[src/rtl/tlut_prod_gen.sv]
// Temporal-LUT product generator: multiplies each row of a by its scalar b by accumulating a for b cycles.
// Build option TLUT_EARLY_TERM_EN ends the accumulation after max(b) cycles instead of the full 2^DATA_WIDTH-1.
//
// state | meaning
// IDLE  | waiting for operands, in_ready high, prod holds last result
// RUN   | accumulating a into prod while cnt < b for each row
// DONE  | prod complete, out_valid high until out_ready
module tlut_prod_gen #(
    parameter int DIM_C      = 2,
    parameter int DIM_A      = 2,
    parameter int DATA_WIDTH = 4,
    parameter int ACC_WIDTH  = 16
) (
    input  logic                                          clk,
    input  logic                                          rst,
    input  logic                                          in_valid,
    output logic                                          in_ready,
    input  logic [DIM_C-1:0][DIM_A-1:0][DATA_WIDTH-1:0]   a_in,
    input  logic [DIM_C-1:0][DATA_WIDTH-1:0]              b_in,
    output logic                                          out_valid,
    input  logic                                          out_ready,
    output logic [DIM_C-1:0][DIM_A-1:0][ACC_WIDTH-1:0]    prod,
    output logic                                          busy
);

    typedef enum logic [1:0] {IDLE, RUN, DONE} state_t;

    state_t                                    state, state_nxt;
    logic [DATA_WIDTH-1:0]                     cnt;
    logic [DIM_C-1:0][DIM_A-1:0][DATA_WIDTH-1:0] a_q;
    logic [DIM_C-1:0][DATA_WIDTH-1:0]          b_q;
    logic                                      accept;
    logic                                      run_last;
    logic                                      skip_run;

`ifdef TLUT_EARLY_TERM_EN
    logic [DATA_WIDTH-1:0] bmax_in, bmax_q;

    always_comb begin
        bmax_in = '0;
        for (int c = 0; c < DIM_C; c++) begin
            if (b_in[c] > bmax_in) bmax_in = b_in[c];
        end
    end

    assign run_last = (cnt == (bmax_q - DATA_WIDTH'(1)));
    assign skip_run = (bmax_in == '0);

    always_ff @(posedge clk or posedge rst) begin
        if (rst) begin
            bmax_q <= '0;
        end else if (accept) begin
            bmax_q <= bmax_in;
        end
    end
`else
    // Last RUN edge sees cnt == 2^W-2, so RUN lasts 2^W-1 cycles and b = 2^W-1 adds every cycle.
    localparam logic [DATA_WIDTH-1:0] CNT_LAST = DATA_WIDTH'(2**DATA_WIDTH - 2);

    assign run_last = (cnt == CNT_LAST);
    assign skip_run = 1'b0;
`endif

    always_ff @(posedge clk or posedge rst) begin
        if (rst) begin
            state <= IDLE;
        end else begin
            state <= state_nxt;
        end
    end

    always_comb begin
        state_nxt = state;
        in_ready  = 1'b0;
        out_valid = 1'b0;
        busy      = 1'b0;
        case (state)
            IDLE: begin
                in_ready = 1'b1;
                if (in_valid) state_nxt = skip_run ? DONE : RUN;
            end
            RUN: begin
                busy = 1'b1;
                if (run_last) state_nxt = DONE;
            end
            DONE: begin
                out_valid = 1'b1;
                if (out_ready) state_nxt = IDLE;
            end
            default: state_nxt = IDLE;
        endcase
    end

    assign accept = in_valid && in_ready;

    always_ff @(posedge clk or posedge rst) begin
        if (rst) begin
            a_q  <= '0;
            b_q  <= '0;
            cnt  <= '0;
            prod <= '0;
        end else if (accept) begin
            a_q  <= a_in;
            b_q  <= b_in;
            cnt  <= '0;
            prod <= '0;
        end else if (state == RUN) begin
            for (int c = 0; c < DIM_C; c++) begin
                for (int j = 0; j < DIM_A; j++) begin
                    if (cnt < b_q[c]) begin
                        prod[c][j] <= prod[c][j] +
                                      {{(ACC_WIDTH-DATA_WIDTH){1'b0}}, a_q[c][j]};
                    end
                end
            end
            cnt <= cnt + DATA_WIDTH'(1);
        end
    end

endmodule

[config.mk]
export PLATFORM = sky130hd
export DESIGN_NAME = tlut_prod_gen
export DESIGN_NICKNAME = d
export VERILOG_FILES = /design/src/rtl/tlut_prod_gen.sv
export SDC_FILE = /design/constraint.sdc
export NUM_CORES = 1
export LEC_CHECK = 0
export ABC_AREA = 1
export CAP_MARGIN = 20
export CORE_ASPECT_RATIO = 0.75
export CORE_MARGIN = 3
export CORE_UTILIZATION = 49
export DETAILED_ROUTE_END_ITERATION = 6
export PLACE_DENSITY_LB_ADDON = 0.12
export SKIP_CTS_REPAIR_TIMING = 1
export SLEW_MARGIN = 25
export SYNTH_ARGS = -nofsm -noshare
export SYNTH_HDL_FRONTEND = slang
export SYNTH_SLANG_ARGS = --single-unit
[constraint.sdc]
create_clock -name clk -period 3.05 [get_ports clk]
set_clock_uncertainty 0.2 [all_clocks]
set_input_delay 0.61 -clock clk [delete_from_list [all_inputs] [get_ports clk]]
set_output_delay 0.61 -clock clk [all_outputs]
set_load 0.005 [all_outputs]
== Word-level counts from Yosys, hierarchy flattened ==
Cells that the tools add are included.
Storage, ports and cells
  output and inout port bits: 67
  input port bits: 28
  word-level logic and storage cells: 48
  register bits: 94
Operators by class
  reduce and logical (&&, ||, !) cells: 8
  add/subtract/negate cells: 5
  multiplexer cells: 15
  order comparisons: 2
  eq/ne operators: 6
Operators by type and width (count)
  $mux 64: 2
  $add 16x4->16: 4
  $mux 16: 4
  $lt 4x4->1: 2
  $mux 4: 2
  $mux 2: 3
  $ne 2x2->1 const B: 3
  $pmux 2 s3: 1
  $reduce_bool 2->1: 3
  $add 4x1->4 const B: 1
  $eq 4x4->1 const B: 1
  $reduce_and 2->1: 2
  $mux 1: 3
  $reduce_and 3->1: 1
  $eq 2x1->1 const B: 1
  $eq 2x2->1 const B: 1
  $logic_not 2->1: 1
  $logic_and 1x1->1: 1

== Longest topological paths before layout ==
  depth in word-level cells: 5
  gate-level depth with buffers: 11
  mapped depth without buffers: 10

== Least setup slack after synthesis ==
OpenSTA, ideal clock, no wires.
  path kind: register to register
  start point: reg prod[32] (netlist bit)
  end point: reg prod[38] (netlist bit)
  arrival time: 1688 ps
  cell stages (with the launch flop): 9
  path buffers: 0
  period minus slack after synthesis: 2007 ps
  path slack: 1043 ps
  data required time: 2731 ps
  library setup time: 119 ps
  path through: dfrtp_1 -> ha_1 -> fa_1 -> nand3_1 -> nand2_1 -> nand3_1 -> nor2_1 -> or2_0 -> and2_1
On the way
  cells in the longest elaborated chain, start to end: 4
RTL lines
  start: declaration: line 22  | output logic [DIM_C-1:0][DIM_A-1:0][ACC_WIDTH-1:0] prod,
  start signal: indexed assignment: line 111  | prod[c][j] <= prod[c][j] +
  $add 16x4->16: line 111
  $mux 16: line 110  | if (cnt < b_q[c]) begin
  $mux 64: line 107  | end else if (state == RUN) begin
  $mux 64: line 102  | end else if (accept) begin
Every way passes these cells. The select of a mux whose other input is x is not followed.
A chain may end at the register's enable or synchronous reset.

== Worst setup path in the final report ==
  start point: reg state[0]
  end point: out in_ready
On the way
  cells in the longest elaborated chain, start to end: 2
RTL lines
  start: declaration: line 28  | state_t state, state_nxt;
  start signal: assignment: line 68  | state <= state_nxt;
  $logic_not 2->1: line 77  | case (state)
  $mux 1: line 77
  end: declaration: line 17  | output logic in_ready,
Every way passes these cells.

==> flow_metrics.tcl <==
set metrics [dict create \
    run_status "finished, final reports clean" \
    antenna_cells_inserted 0 \
    grt_setup_unrepaired "false" \
    synth_cell_type_count 31 \
    antenna_violations_before_repair 0 \
    r2r_end "prod[38]$_DFFE_PP0P_" \
    yosys_most_used_dff "dfrtp_1" \
    gr-total-overflow 0 \
    cts_root_buf "clkbuf_16" \
    gpl.final_weighted_congestion 0.8737 \
    ant_nets 0 \
    end_kind "output port" \
    power_density_nw_per_um2 914.3 \
    dp.final_hpwl_mm 10.49 \
    cts-htree-levels 3 \
    area_share_of_fa_ha_maj_cells_after_synthesis 0.06655 \
    via_count_of_the_first_global_routing_pass 5005 \
    path_class "reg2out" \
    placementRows 33 \
    grt_pass1_wl_mm 24.78 \
    setup.worst_path.start "state[0]$_DFFE_PP0P_" \
    synthesis.instances 778 \
    pre_cts_ws_ns 0.7291 \
    muxShareOfSynthArea 0 \
    critical_path.startpoint_type "register" \
    p_int_w 0.003430 \
    finalNetCount 924 \
    drt_pre_antenna_iters 5 \
    timing.slew.headroom 0.6642 \
    tightestPinTransition_ns 0.5038 \
    boundary_pin_count 95 \
    tritoncts.num_buffers 9 \
    die_wd_um 130.7 \
    dominant_combinational_cell_family_by_area_after_synthesis "simple AND/OR/NAND/NOR gates" \
    cts.path.max_buffers 2 \
    totalWireLength_mm 14.65 \
    coreArea_um2 11150 \
    critPathArrivalTime_ns 1.56 \
    static-leakage-power_nw 3.444 \
    p_sw_w 0.002981 \
    rr_worst_depth 8 \
    drt-vias-per-instance 5.347 \
    grtUsageTotal 0.2370 \
    die_height_um 99.53 \
    comb_power_share 0.513 \
    dr_total_vias 5417 \
    seqPwrFrac 0.320 \
    min_path_type "reg2reg" \
    syn-cell-area_um2 5715 \
    power.share.switching 0.4650 \
    ir_drop_worst_case_vdd_uv 394.0 \
    final.setup.tns_ns 0 \
    yosysSeqAreaShare 0.4116 \
    clock_power_share 0.166 \
    compound_gate_fraction_of_synth_area 0.05867 \
    syn2layout_area_growth_pct 22.68 \
    worst_ep_required_time_ns 2.24 \
    worst-path-max-fanout 3 \
    detail_route.drc_violations 0 \
    fin_hold_ws_ns 0.2851 \
    ys_async_sr_fraction 1.000 \
    clock_latency_ns 0.34 \
    r2r_setup_slack_ns 0.82 \
    clock.fmax_mhz 422.6 \
    worstReg2RegStart "prod[32]$_DFFE_PP0P_" \
    critPathCapture "in_ready" \
    input_output_buffers 94 \
    ys_warn_count 0 \
    post_route_minimum_period_ns 2.366 \
    setup-violations-final 0 \
    mappedNetlistNets 834 \
    syn_area_per_cell_um2 7.346 \
    cts_tree "done" \
    floorplan.die_area_um2 13010 \
    most-common-layout-cells "nand2_1 (299), dfrtp_1 (94), clkdlybuf4s50_1 (94)" \
    max_cap_viol_count 0 \
    timing.final.ws_setup_ns 0.6837 \
    clk_pin_slew_worst_paths_ns 0.07 \
    timing_max_transition_violations_final 0 \
    detailedRoute.firstIterationViolations 422 \
    synth_enable_flop_cells 0 \
    synth-simple-area-share 0.3761 \
    layout-drive-gt1-share 0.03895 \
    detail_route.wl_per_cell_um 14.46 \
    post_synthesis_register_bit_count 94 \
    tritoncts_num_sinks 94 \
    synth_xor_area_frac 0.01532 \
    final_common_cell "nand2_1" \
    fillerInstances 965 \
    initial_core_util 0.5127 \
    grt_max_degree 95 \
    hold_viol_final 0 \
    min_period_over_period 0.7759 \
    hp-start "b_q[0]$_DFFE_PP0P_" \
]
==> area by class of cell <==
| cell class | count | area (µm²) | share of cell area |
|---|---|---|---|
| Tap cell | 140 | 175.2 | 0.02498 |
| Multi-Input combinational cell | 595 | 2953 | 0.4211 |
| Sequential cell | 94 | 2352 | 0.3355 |
| Clock buffer | 12 | 246.5 | 0.03515 |
| Inverter | 70 | 270.3 | 0.03854 |
| Clock inverter | 4 | 31.28 | 0.004461 |
| Timing Repair Buffer | 98 | 983.4 | 0.1403 |
==> sequential cells by signal, indices dropped and copies added, names as in the netlist <==
register,cells
prod,64
a_q,16
b_q,8
cnt,4
state,2
==> how the worst min path moves through the flow <==
stage / to / slack, ns / cells past startpoint
2_1_floorplan: b_q[0]$_DFFE_PP0P_ / 0.25 / 2
3_3_place_gp: b_q[0]$_DFFE_PP0P_ / 0.27 / 2
3_5_place_dp: a_q[6]$_DFFE_PP0P_ / 0.27 / 2
4_1_cts: b_q[4]$_DFFE_PP0P_ / 0.29 / 2
5_1_grt: a_q[12]$_DFFE_PP0P_ / 0.31 / 2
6_report: b_q[0]$_DFFE_PP0P_ / 0.29 / 2
==> routing by layer <==
| metal | part of all wire | wire length [µm] | track usage |
|---|---|---|---|
| met1 | 0.49 | 7214 | 0.3582 |
| met5 | 0 | 0 | 0 |
| met2 | 0.44 | 6411 | 0.3505 |
| met4 | 0.012 | 177 | 0.05692 |
| met3 | 0.058 | 849 | 0.04616 |
==> critical path, cell delays in order (launching register included) <==
cell and delay (ns):
dfrtp_1 0.42, nor2_1 0.24, clkdlybuf4s50_1 0.55
==> stage by stage <==
stage | std cells | total power (W) | util | instance area (µm²)
final | 1013 | 0.006411 | 0.6290 | 7012
after global placement | 997 | 0.005230 | 0.6040 | 6734
after global routing | 1013 | 0.006969 | 0.6290 | 7012
after floorplan | 778 | 0.004434 | - | 5719
after CTS | 1013 | 0.006442 | 0.6290 | 7012
after detailed placement | 997 | 0.005346 | 0.6040 | 6734
==> cells by family (layout without fill, tap and decap cells) <==
logic type               after synthesis  count (layout)
AO/OA/AOI/OAI                         62              62
buffers and inverters                 89             184
AND/OR/NAND/NOR                      495             495
adder cells (fa/ha/maj)               28              28
XOR/XNOR                              10              10
flip-flops                            94              94
==> cell usage after synthesis, drive strengths merged (7+ instances only) <==
master,number,share of area
nor2,63,0.043
buf,19,0.025
inv,69,0.046
o21bai,7,0.0092
xnor2,9,0.014
nand2,306,0.21
nand4,36,0.039
dfrtp,94,0.41
nand3,76,0.067
o21ai,25,0.022
a21oi,27,0.024
ha,24,0.053
nand3b,8,0.011
==> power by group through the flow <==
stage / Combinational, W / Clock [W] / Sequential, W
after global placement: 0.00318 / 0 / 0.00205
after floorplan: 0.00248 / 0 / 0.00195
final: 0.00329 / 0.00107 / 0.00205
after global routing: 0.00372 / 0.00114 / 0.00211
after CTS: 0.00330 / 0.00109 / 0.00205
after detailed placement: 0.00329 / 0 / 0.00206
Note: power is estimated with default switching activity, not from simulation.
